File: config.mk
export PLATFORM = sky130hd
export DESIGN_NAME = vram_wr_ctrl
export DESIGN_NICKNAME = d
export VERILOG_FILES = /design/src/rtl/vram_pkg.sv /design/src/rtl/rr_arb2.sv /design/src/rtl/vram_wr_ctrl.sv
export SDC_FILE = /design/constraint.sdc
export NUM_CORES = 1
export LEC_CHECK = 0
export CAP_MARGIN = 0
export CORE_MARGIN = 2
export CORE_UTILIZATION = 41
export CTS_BUF_LIST = sky130_fd_sc_hd__clkbuf_8
export DETAILED_ROUTE_END_ITERATION = 6
export PLACE_DENSITY = 0.87
export SYNTH_ARGS = -nofsm -noshare
export SYNTH_HDL_FRONTEND = slang
export SYNTH_SLANG_ARGS = --single-unit
File: constraint.sdc
create_clock -name clk -period 1.6 [get_ports clk]
set_input_delay 0.32 -clock clk [delete_from_list [all_inputs] [get_ports clk]]
set_output_delay 0.32 -clock clk [all_outputs]
set_load 0.005 [all_outputs]
File: src/rtl/vram_pkg.sv
// Shared definitions for the bitmap video RAM write path.
//   VRAM_ADDR_W / VRAM_DATA_W : RAM geometry ({y[6:0],x[6:0]} address, RGB pixel)
//   vram_state_e              : write-port controller state encoding
//   COL_*                     : commonly used fill colours
//   rr_pick()                 : 2-way round-robin grant decision
package vram_pkg;

  localparam int unsigned VRAM_ADDR_W = 14;
  localparam int unsigned VRAM_DATA_W = 3;

  typedef enum logic [0:0] {
    ST_IDLE  = 1'b0,
    ST_CLEAR = 1'b1
  } vram_state_e;

  localparam logic [VRAM_DATA_W-1:0] COL_BLACK  = 3'b000;
  localparam logic [VRAM_DATA_W-1:0] COL_YELLOW = 3'b110;

  // last = index of the requester granted most recently. On contention the
  // other requester wins, which makes back-to-back requests alternate.
  function automatic logic [1:0] rr_pick(input logic [1:0] req, input logic last);
    logic [1:0] gnt;
    case (req)
      2'b01:   gnt = 2'b01;
      2'b10:   gnt = 2'b10;
      2'b11:   gnt = last ? 2'b01 : 2'b10;
      default: gnt = 2'b00;
    endcase
    return gnt;
  endfunction

endpackage

File: src/rtl/rr_arb2.sv
// Two-way round-robin arbiter with a registered "last granted" pointer.
//   clk, reset : clock, asynchronous active-high reset
//   en         : arbitration allowed this cycle (no grant when low)
//   req[1:0]   : request per requester
//   gnt[1:0]   : combinational one-hot (or zero) grant; a grant is an accepted transfer
// After reset the pointer says requester 1 was last, so requester 0 wins the first contention.
module rr_arb2
  import vram_pkg::*;
(
  input  logic       clk,
  input  logic       reset,
  input  logic       en,
  input  logic [1:0] req,
  output logic [1:0] gnt
);

  logic last_q, last_d;

  always_comb begin
    gnt = 2'b00;
    if (en) begin
      gnt = rr_pick(req, last_q);
    end
  end

  // A grant is always taken in the same cycle, so every grant moves the pointer.
  always_comb begin
    last_d = last_q;
    if (gnt[0]) begin
      last_d = 1'b0;
    end else if (gnt[1]) begin
      last_d = 1'b1;
    end
  end

  always_ff @(posedge clk or posedge reset) begin
    if (reset) begin
      last_q <= 1'b1;
    end else begin
      last_q <= last_d;
    end
  end

endmodule

File: src/rtl/vram_wr_ctrl.sv
// Write-port controller for the bitmap video RAM (port A).
// Shares the single write port between two req/gnt requesters (round-robin) and
// contains a clear engine that fills every RAM word with one colour on command.
//   clk, reset              : clock, asynchronous active-high reset
//   clr_start, clr_color    : 1-cycle clear command and its fill colour
//   clr_busy                : clear engine owns the write port
//   clr_done                : 1-cycle pulse alongside the final clear write on the RAM port
//   req0/addr0/din0/gnt0    : requester 0 handshake (transfer when req && gnt at an edge)
//   req1/addr1/din1/gnt1    : requester 1 handshake
//   ram_we/ram_addr/ram_din : registered RAM port A write signals
module vram_wr_ctrl
  import vram_pkg::*;
#(
  parameter int unsigned ADDR_WIDTH = VRAM_ADDR_W,
  parameter int unsigned DATA_WIDTH = VRAM_DATA_W
) (
  input  logic                  clk,
  input  logic                  reset,
  input  logic                  clr_start,
  input  logic [DATA_WIDTH-1:0] clr_color,
  output logic                  clr_busy,
  output logic                  clr_done,
  input  logic                  req0,
  input  logic [ADDR_WIDTH-1:0] addr0,
  input  logic [DATA_WIDTH-1:0] din0,
  output logic                  gnt0,
  input  logic                  req1,
  input  logic [ADDR_WIDTH-1:0] addr1,
  input  logic [DATA_WIDTH-1:0] din1,
  output logic                  gnt1,
  output logic                  ram_we,
  output logic [ADDR_WIDTH-1:0] ram_addr,
  output logic [DATA_WIDTH-1:0] ram_din
);

  localparam logic [ADDR_WIDTH-1:0] CntLast = '1;

  vram_state_e           state_q, state_d;
  logic [ADDR_WIDTH-1:0] cnt_q, cnt_d;
  logic [DATA_WIDTH-1:0] fill_q, fill_d;
  logic                  we_q, we_d;
  logic [ADDR_WIDTH-1:0] addr_q, addr_d;
  logic [DATA_WIDTH-1:0] din_q, din_d;
  logic                  done_q, done_d;

  logic                  arb_en;
  logic [1:0]            arb_req;
  logic [1:0]            arb_gnt;

  // A clear command in IDLE takes priority over any request in the same cycle.
  assign arb_en  = (state_q == ST_IDLE) && !clr_start;
  assign arb_req = {req1, req0};

  rr_arb2 u_arb (
    .clk   (clk),
    .reset (reset),
    .en    (arb_en),
    .req   (arb_req),
    .gnt   (arb_gnt)
  );

  assign gnt0     = arb_gnt[0];
  assign gnt1     = arb_gnt[1];
  assign clr_busy = (state_q == ST_CLEAR);
  assign clr_done = done_q;
  assign ram_we   = we_q;
  assign ram_addr = addr_q;
  assign ram_din  = din_q;

  always_comb begin
    state_d = state_q;
    cnt_d   = cnt_q;
    fill_d  = fill_q;
    we_d    = 1'b0;
    addr_d  = addr_q;  // address/data hold when nothing is written
    din_d   = din_q;
    done_d  = 1'b0;

    unique case (state_q)
      ST_IDLE: begin
        if (clr_start) begin
          state_d = ST_CLEAR;
          fill_d  = clr_color;
          cnt_d   = '0;
        end else if (arb_gnt[0]) begin
          we_d   = 1'b1;
          addr_d = addr0;
          din_d  = din0;
        end else if (arb_gnt[1]) begin
          we_d   = 1'b1;
          addr_d = addr1;
          din_d  = din1;
        end
      end

      ST_CLEAR: begin
        // clr_start is ignored here: no restart, fill colour stays put.
        we_d   = 1'b1;
        addr_d = cnt_q;
        din_d  = fill_q;
        if (cnt_q == CntLast) begin
          // Final write registered now; done lines up with it on the RAM port.
          state_d = ST_IDLE;
          cnt_d   = '0;
          done_d  = 1'b1;
        end else begin
          cnt_d = cnt_q + ADDR_WIDTH'(1);
        end
      end

      default: begin
        state_d = ST_IDLE;
        cnt_d   = '0;
      end
    endcase
  end

  always_ff @(posedge clk or posedge reset) begin
    if (reset) begin
      state_q <= ST_IDLE;
      cnt_q   <= '0;
      fill_q  <= COL_BLACK;
      we_q    <= 1'b0;
      addr_q  <= '0;
      din_q   <= '0;
      done_q  <= 1'b0;
    end else begin
      state_q <= state_d;
      cnt_q   <= cnt_d;
      fill_q  <= fill_d;
      we_q    <= we_d;
      addr_q  <= addr_d;
      din_q   <= din_d;
      done_q  <= done_d;
    end
  end

endmodule
Word-level counts from Yosys, hierarchy flattened
Cells that the tools add are included.

storage, ports and cells
  register bits after elaboration = 38
  bits of input ports = 42
  word-level logic and storage cells = 47
  output and inout port bits = 22

operators by class
  $add $sub $neg = 1
  eq/ne operators = 7
  mux-type cells = 25
  bitwise operators = 1
  reductions and logical operators = 5

operator list
  cell                     count
  $mux W14                 5
  $pmux W14 S2             2
  $add A14 B1 Y14 const B  1
  $eq A14 B14 Y1 const B   1
  $mux W1                  9
  $mux W3                  3
  $pmux W2 S3              1
  $pmux W3 S2              1
  $eq A2 B2 Y1 const B     2
  $mux W2                  2
  $ne A2 B2 Y1 const B     2
  $pmux W1 S2              2
  $reduce_and A2 Y1        2
  $ne A3 B3 Y1 const B     1
  $eq A2 B1 Y1 const B     1
  $reduce_bool A2 Y1       1
  $logic_and A1 B1 Y1      1
  $logic_not A1 Y1         1
  $not A1 Y1               1

Logic depth before layout (Yosys ltp)
Gate-level depths: netlist of the first run.

  word-level depth = 7
  depth in mapped cells = 7
  mapped depth without buffers = 5

Cells and area by module
A second synthesis of the first run with hierarchy kept.

unflattened totals
  cells, all modules = 230
  area total of the unflattened synthesis = 2073.2 µm²

by module, submodules not included
  module        instances  area an instance (µm²)  cells each  seq. area each (µm²)
  vram_wr_ctrl  1          2006.9                  221         925.9
  rr_arb2       1          66.3                    9           26.3

Worst setup path after synthesis of the first run
Ideal clock, no wire load.

  path type = register to output
  start point = register state_q, in the netlist clr_busy
  end point = output port gnt0
  required time = 1.280 ns
  cell stages (with the launch flop) = 7
  arrival = 1.210 ns
  path buffers = 3
  setup slack = 0.070 ns
  cell sequence = dfrtp_1 > buf_2 > nor2_4 > nand3_1 > buf_4 > buf_4 > inv_1

between the ends
  word-level cells in the longest chain between the ends = 3

ends and longest elaborated chain
  element                 RTL line             text
  from (decl)             vram_wr_ctrl.sv:38   vram_state_e state_q, state_d;
  from (signal assigned)  vram_wr_ctrl.sv:128  state_q <= state_d;
  $not A1 Y1 (no line)    -
  $logic_and A1 B1 Y1     vram_wr_ctrl.sv:51   assign arb_en = (state_q == ST_IDLE) && !clr_start;
  $mux W2                 rr_arb2.sv:21        if (en) begin
  to (decl)               vram_wr_ctrl.sv:26   output logic gnt0,

No other way between the ends.

Final worst setup path of the first run
  start point = register state_q, in the netlist clr_busy
  end point = output port gnt1

between the ends
  word-level cells in the longest chain between the ends = 3

ends and longest elaborated chain
  element               RTL line            text
  $not A1 Y1 (no line)  -
  $logic_and A1 B1 Y1   vram_wr_ctrl.sv:51
  $mux W2               rr_arb2.sv:21
  to (decl)             vram_wr_ctrl.sv:30  output logic gnt1,

No other way between the ends.

==> out/qor.yml, run 1 <==
outcome: "complete, but fails checks"
violations: "setup timing"
dr.pass1.iters: 5
htreeDepth: 2
power_leakage_nw: 1.44
setup_ws_ns: -0.0446
cts_tree: "done"
cts-buffers-inserted: 5
antenna_found_initial: 0
reg2reg_slack_ns: 0.01
antenna_left: 0
start_util: 0.417
critPathKind: "flip-flop to output pin"
rsz0062_at_grt: "true"
worst_setup_path_end_kind: "output pin"
synth-async-reset-ratio: 1.00
fin_crit_sh: 1.03
syn_to_final_growth_pct: 61.1
cts.sinks: 38
grt_pass1_wl_um: 10100
synthCells: 194
finalSetupViolations: 2
num-nets-final: 331
netlist_area_sq_um: 1940
yosys_warnings: 0
hold_path.class: "primary input to asynchronous set/reset pin"
drt-initial-drc-count: 221
portBuffers: 63
routabilityCongestion: 0.884
worstPathRequired_ns: 1.28
syn_area_per_cell_sq_um: 10.0
routed_wl_um: 6370
synth-seq-area-share: 0.490
synth-edff-count: 0
vias: 1990
antenna_cells: 0
fill_cells: 338
die_w_um: 72.8
grt_max_degree: 39
cp-start-kind: "flip-flop"
clkTransAtPathRegs_ns: 0.08
grt-ovfl-total: 0
ys_types: 42
fmax_mhz: 608
slew_headroom: 0.805
die_height_um: 72.8
r2r-start: "clr_busy"
clk_path_buf_depth: 2
grt_pass1_vias: 2088
power_density_nw_per_um2: 1050
post-dp-hpwl_um: 3950
ir_worst_vdd_mv: 0.696
regToRegEndpoint: "ram_din[2]"
drive_gt1_frac: 0.228
slew_violations: 0
critPathArrivalTime_ns: 1.32
rr_worst_depth: 7
cap_violations: 0
fin_crit_ns: 1.64
std_cell_rows: 25
dieArea_sq_um: 5310
cts_root_buf: "clkbuf_8"
final_cell_area_sq_um: 3130
finalClockSkew_ns: 0.00996
syn-num-nets: 237
clk_latency_ns: 0.31
worst_pin_slew_ns: 0.290
post_dp_cell_area_sq_um: 2810
route.detailed.drc: 0
ioPinCount: 64
avgViaCountPerCell: 5.80
synth_seq_cells: 38
crit_fanout: 3
holdWs_ns: 0.365
synth_ff_type: "dfrtp_1"
grtUsageTotal: 0.249
wire_per_inst_um: 18.6
core_sq_um: 4660
hold_viol: 0
how the worst max path moves through the flow:
| stage | from | end | slack [ns] |
|---|---|---|---|
| 2_1_floorplan | clr_busy | gnt0 | 0.07 |
| 3_3_place_gp | clr_start | gnt0 | -0.42 |
| 3_5_place_dp | clr_start | gnt0 | -0.42 |
| 4_1_cts | clr_busy | gnt0 | -0.006 |
| 5_1_grt | clr_busy | gnt1 | -0.09 |
| 6_report | clr_busy | gnt1 | -0.04 |
flip-flops by register name, indices dropped and copies added (netlist names):
name	flops
ram_din	3
ram_addr	14
cnt_q	14
fill_q	3
u_arb.last_q	1
ram_we	1
clr_busy	1
clr_done	1
power by group:
group          switching, mW  leakage, nW  internal (mW)
Combinational          0.427        0.923          0.635
Sequential             0.214        0.461           1.20
Clock                  0.364       0.0575          0.436
Total                   1.00         1.44           2.27
cell families after synthesis:
| family | count (synthesis) | synth area share |
|---|---|---|
| flops | 38 | 0.490 |
| compound gates | 60 | 0.199 |
| simple gates | 54 | 0.142 |
| fa+ha+maj | 1 | 0.00644 |
| mux | 20 | 0.105 |
| xor+xnor | 4 | 0.0180 |
| buf+inv | 17 | 0.0393 |
final cells by class:
type | count | area [sq um] | area share
multi-input combinational | 139 | 992 | 0.317
timing repair buffer | 99 | 983 | 0.314
clock buffer | 8 | 110 | 0.0352
tap | 54 | 67.6 | 0.0216
sequential | 38 | 955 | 0.305
inverter | 5 | 22.5 | 0.00719
per-stage QoR:
stage          worst slack (ns)  TNS (ns)  total power, mW  instances   util
6_report                -0.0446   -0.0707             3.27        343  0.672
2_1_floorplan            0.0700         0             1.78        194      -
5_1_grt                 -0.0862    -0.250             3.42        343  0.672
4_1_cts                -0.00641  -0.00641             3.18        342  0.653
3_3_place_gp             -0.418     -5.60             2.32        324  0.603
3_5_place_dp             -0.422     -6.33             2.39        324  0.603
critical path, cell delays in order (launching register included):
cell and delay [ns]:
dfrtp_2 0.42, buf_6 0.13, nor2_4 0.15, nand2_2 0.09, a21oi_2 0.10, buf_2 0.12
cells in the final DEF, fill, tap and decap left out, types with 3 or more instances in the layout:
| cell | instances |
|---|---|
| clkdlybuf4s50_1 | 59 |
| dfrtp_1 | 35 |
| buf_4 | 27 |
| nand2_1 | 23 |
| mux2i_1 | 17 |
| o21ai_1 | 13 |
| a22oi_1 | 13 |
| o21ai_0 | 13 |
| clkbuf_8 | 8 |
| o211ai_1 | 7 |
| nand3_1 | 5 |
| nor2_1 | 4 |
| inv_1 | 4 |
| buf_12 | 4 |
| buf_6 | 4 |
| mux2_2 | 3 |
| nor3_1 | 3 |
Yosys cell counts, types with 2 or more instances:
cell | instances | share of area
buf_1 | 3 | 0.0058
o21ai_1 | 8 | 0.021
buf_2 | 4 | 0.010
a211o_1 | 2 | 0.0090
and3_1 | 2 | 0.0064
a21oi_1 | 3 | 0.0077
dfrtp_1 | 37 | 0.48
and4_1 | 2 | 0.0090
or4_1 | 2 | 0.0077
clkbuf_1 | 3 | 0.0058
o21ai_0 | 18 | 0.046
nand3_1 | 6 | 0.015
nand4_1 | 2 | 0.0064
nor2_1 | 4 | 0.0077
nor2b_1 | 2 | 0.0064
o211ai_1 | 7 | 0.027
xnor2_1 | 2 | 0.0090
a22oi_1 | 14 | 0.054
mux2_2 | 3 | 0.017
nor3_1 | 3 | 0.0077
nand2_1 | 24 | 0.046
xor2_1 | 2 | 0.0090
buf_4 | 2 | 0.0077
inv_1 | 5 | 0.0097
mux2i_1 | 17 | 0.088
per-layer routing:
layer,GRT usage,vias up,wire (um),share of wire
met4,0.105,0,170,0.027
met2,0.438,99,3400,0.53
met5,0,-,0,0
met1,0.299,972,2430,0.38
li1,-,897,-,-
met3,0.0414,22,359,0.056
timing repair:
item / 4_1_cts / 5_1_grt
buffers inserted: 10 / 2
setup endpoints to repair: 23 / 22
hold buffers: 0 / 0
resized for setup: 18 / 24
gates cloned: 1 / 0
pin swaps: 3 / 2
Power figures use the tool's default switching activity.
==> inputs of run 2 (changes only) <==
--- a/config.mk
+++ b/config.mk
@@ -14,3 +14,4 @@
 export SYNTH_ARGS = -nofsm -noshare
 export SYNTH_HDL_FRONTEND = slang
 export SYNTH_SLANG_ARGS = --single-unit
+export TNS_END_PERCENT = 20
==> run 2 against run 1 <==
The run still ends with setup timing left. Clock power is 2.9% lower. Sequential power hardly changed. Clock-buffer cell count stayed put. Cell count is 0.29% higher. Sequential share of layout area is 0.38 points higher. Die area stayed put. Non-clock buffer count is 1 higher. Fmax is 1.0% higher. Critical path type unchanged. Highest routed layer unchanged.
==> out/qor.yml, run 2 (synthesis gave the netlist of run 1 again) <==
fill_cells: 327
tns_ns: -0.0355
post-dp-hpwl_um: 3950
finalClockSkew_ns: 0.00850
power_leakage_nw: 1.41
critPathKind: "flip-flop to output pin"
cts_tree: "done"
place_ws_ns: -0.422
clkTransAtPathRegs_ns: 0.08
cts_root_buf: "clkbuf_8"
utilization: 0.663
worst_setup_path_end_kind: "output pin"
final_cell_area_sq_um: 3090
regToRegEndpoint: "ram_din[2]"
hold_viol: 0
die_height_um: 72.8
post_dp_cell_area_sq_um: 2810
grt_pass1_wl_um: 9970
die_w_um: 72.8
antenna_left: 0
fmax_mhz: 614
rsz0062_at_grt: "true"
cp-startpoint: "clr_busy"
violations: "setup timing"
routabilityCongestion: 0.884
finalSetupViolations: 2
cts.sinks: 38
ioPinCount: 64
start_util: 0.417
cts-buffers-inserted: 5
routed_wl_um: 5930
syn_to_final_growth_pct: 59.1
slew_headroom: 0.796
htreeDepth: 2
drive_gt1_frac: 0.224
grt_max_degree: 39
wire_per_inst_um: 17.2
grtUsageTotal: 0.244
dieArea_sq_um: 5310
antenna_cells: 0
r2r-start: "clr_busy"
rr_worst_depth: 8
final_cell_mix: "59 x clkdlybuf4s50_1, 35 x dfrtp_1, 30 x buf_4"
drt-initial-drc-count: 163
clk_latency_ns: 0.29
worst_pin_slew_ns: 0.304
portBuffers: 63
power_density_nw_per_um2: 1030
avgViaCountPerCell: 5.62
antenna_found_initial: 0
outcome: "complete, but fails checks"
fin_crit_sh: 1.02
crit_fanout: 3
cp-start-kind: "flip-flop"
worstPathRequired_ns: 1.28
std_cell_rows: 25
fin_crit_ns: 1.63
hold_buffers: 0
setup_ws_ns: -0.0277
clk_path_buf_depth: 2
slew_violations: 0
reg2reg_slack_ns: 0.02
num-nets-final: 332
power_mw: 3.17
grt_pass1_vias: 2060
ir_worst_vdd_mv: 0.807
dr.pass1.iters: 4
route.detailed.drc: 0
hold_path.class: "primary input to asynchronous set/reset pin"
layout_commonest_cell: "clkdlybuf4s50_1"
cap_violations: 0
critPathArrivalTime_ns: 1.31
vias: 1932
core_sq_um: 4660
grt-ovfl-total: 0
## run 2: cell type report
type                            count  area (sq um)  share of cell area
Clock buffer                        8           110              0.0356
Inverter                            5          22.5             0.00728
Multi-Input combinational cell    139           955               0.309
Sequential cell                    38           955               0.309
Tap cell                           54          67.6              0.0219
Timing Repair Buffer              100           982               0.318
## run 2: through the flow
step / cells / hold slack (ns)
after CTS: 341 / 0.388
after detailed placement: 324 / 0.495
after floorplan: 194 / 0.446
final: 344 / 0.381
after global routing: 344 / 0.404
after global placement: 324 / 0.479
## run 2: worst max path at each step
stage	end	depth (start not counted)	slack (ns)
after floorplan	gnt0	6	0.07
after global placement	gnt0	5	-0.42
after detailed placement	gnt0	5	-0.42
after CTS	ram_addr[7]	7	-0.05
after global routing	gnt1	5	-0.08
final	gnt1	5	-0.03
## run 2: layer usage
metal / share of wire / up-vias / wire, um / global-route usage
li1: - / 900 / - / -
met1: 0.37 / 937 / 2210 / 0.294
met3: 0.060 / 17 / 353 / 0.0483
met4: 0.030 / 0 / 178 / 0.111
met2: 0.54 / 78 / 3190 / 0.419
met5: 0 / - / 0 / 0
## run 2: timing repair
item	in CTS	in global routing
resized for setup	16	17
setup endpoints to repair	23	24
buffers inserted	8	4
cloned	1	0
pin swaps	3	2
hold endpoints to repair	0	0
## run 2: power breakdown
group          internal, mW  total [mW]  switching, mW
logic                 0.613        1.01          0.400
registers              1.20        1.38          0.187
clock network         0.435       0.776          0.341
total                  2.25        3.17          0.928
## run 2: worst max-delay path: stages (launching register included)
cell and delay, ns:
dfrtp_2 0.44, buf_6 0.13, nor2_4 0.14, nand2_2 0.09
a21oi_2 0.10, buf_2 0.12
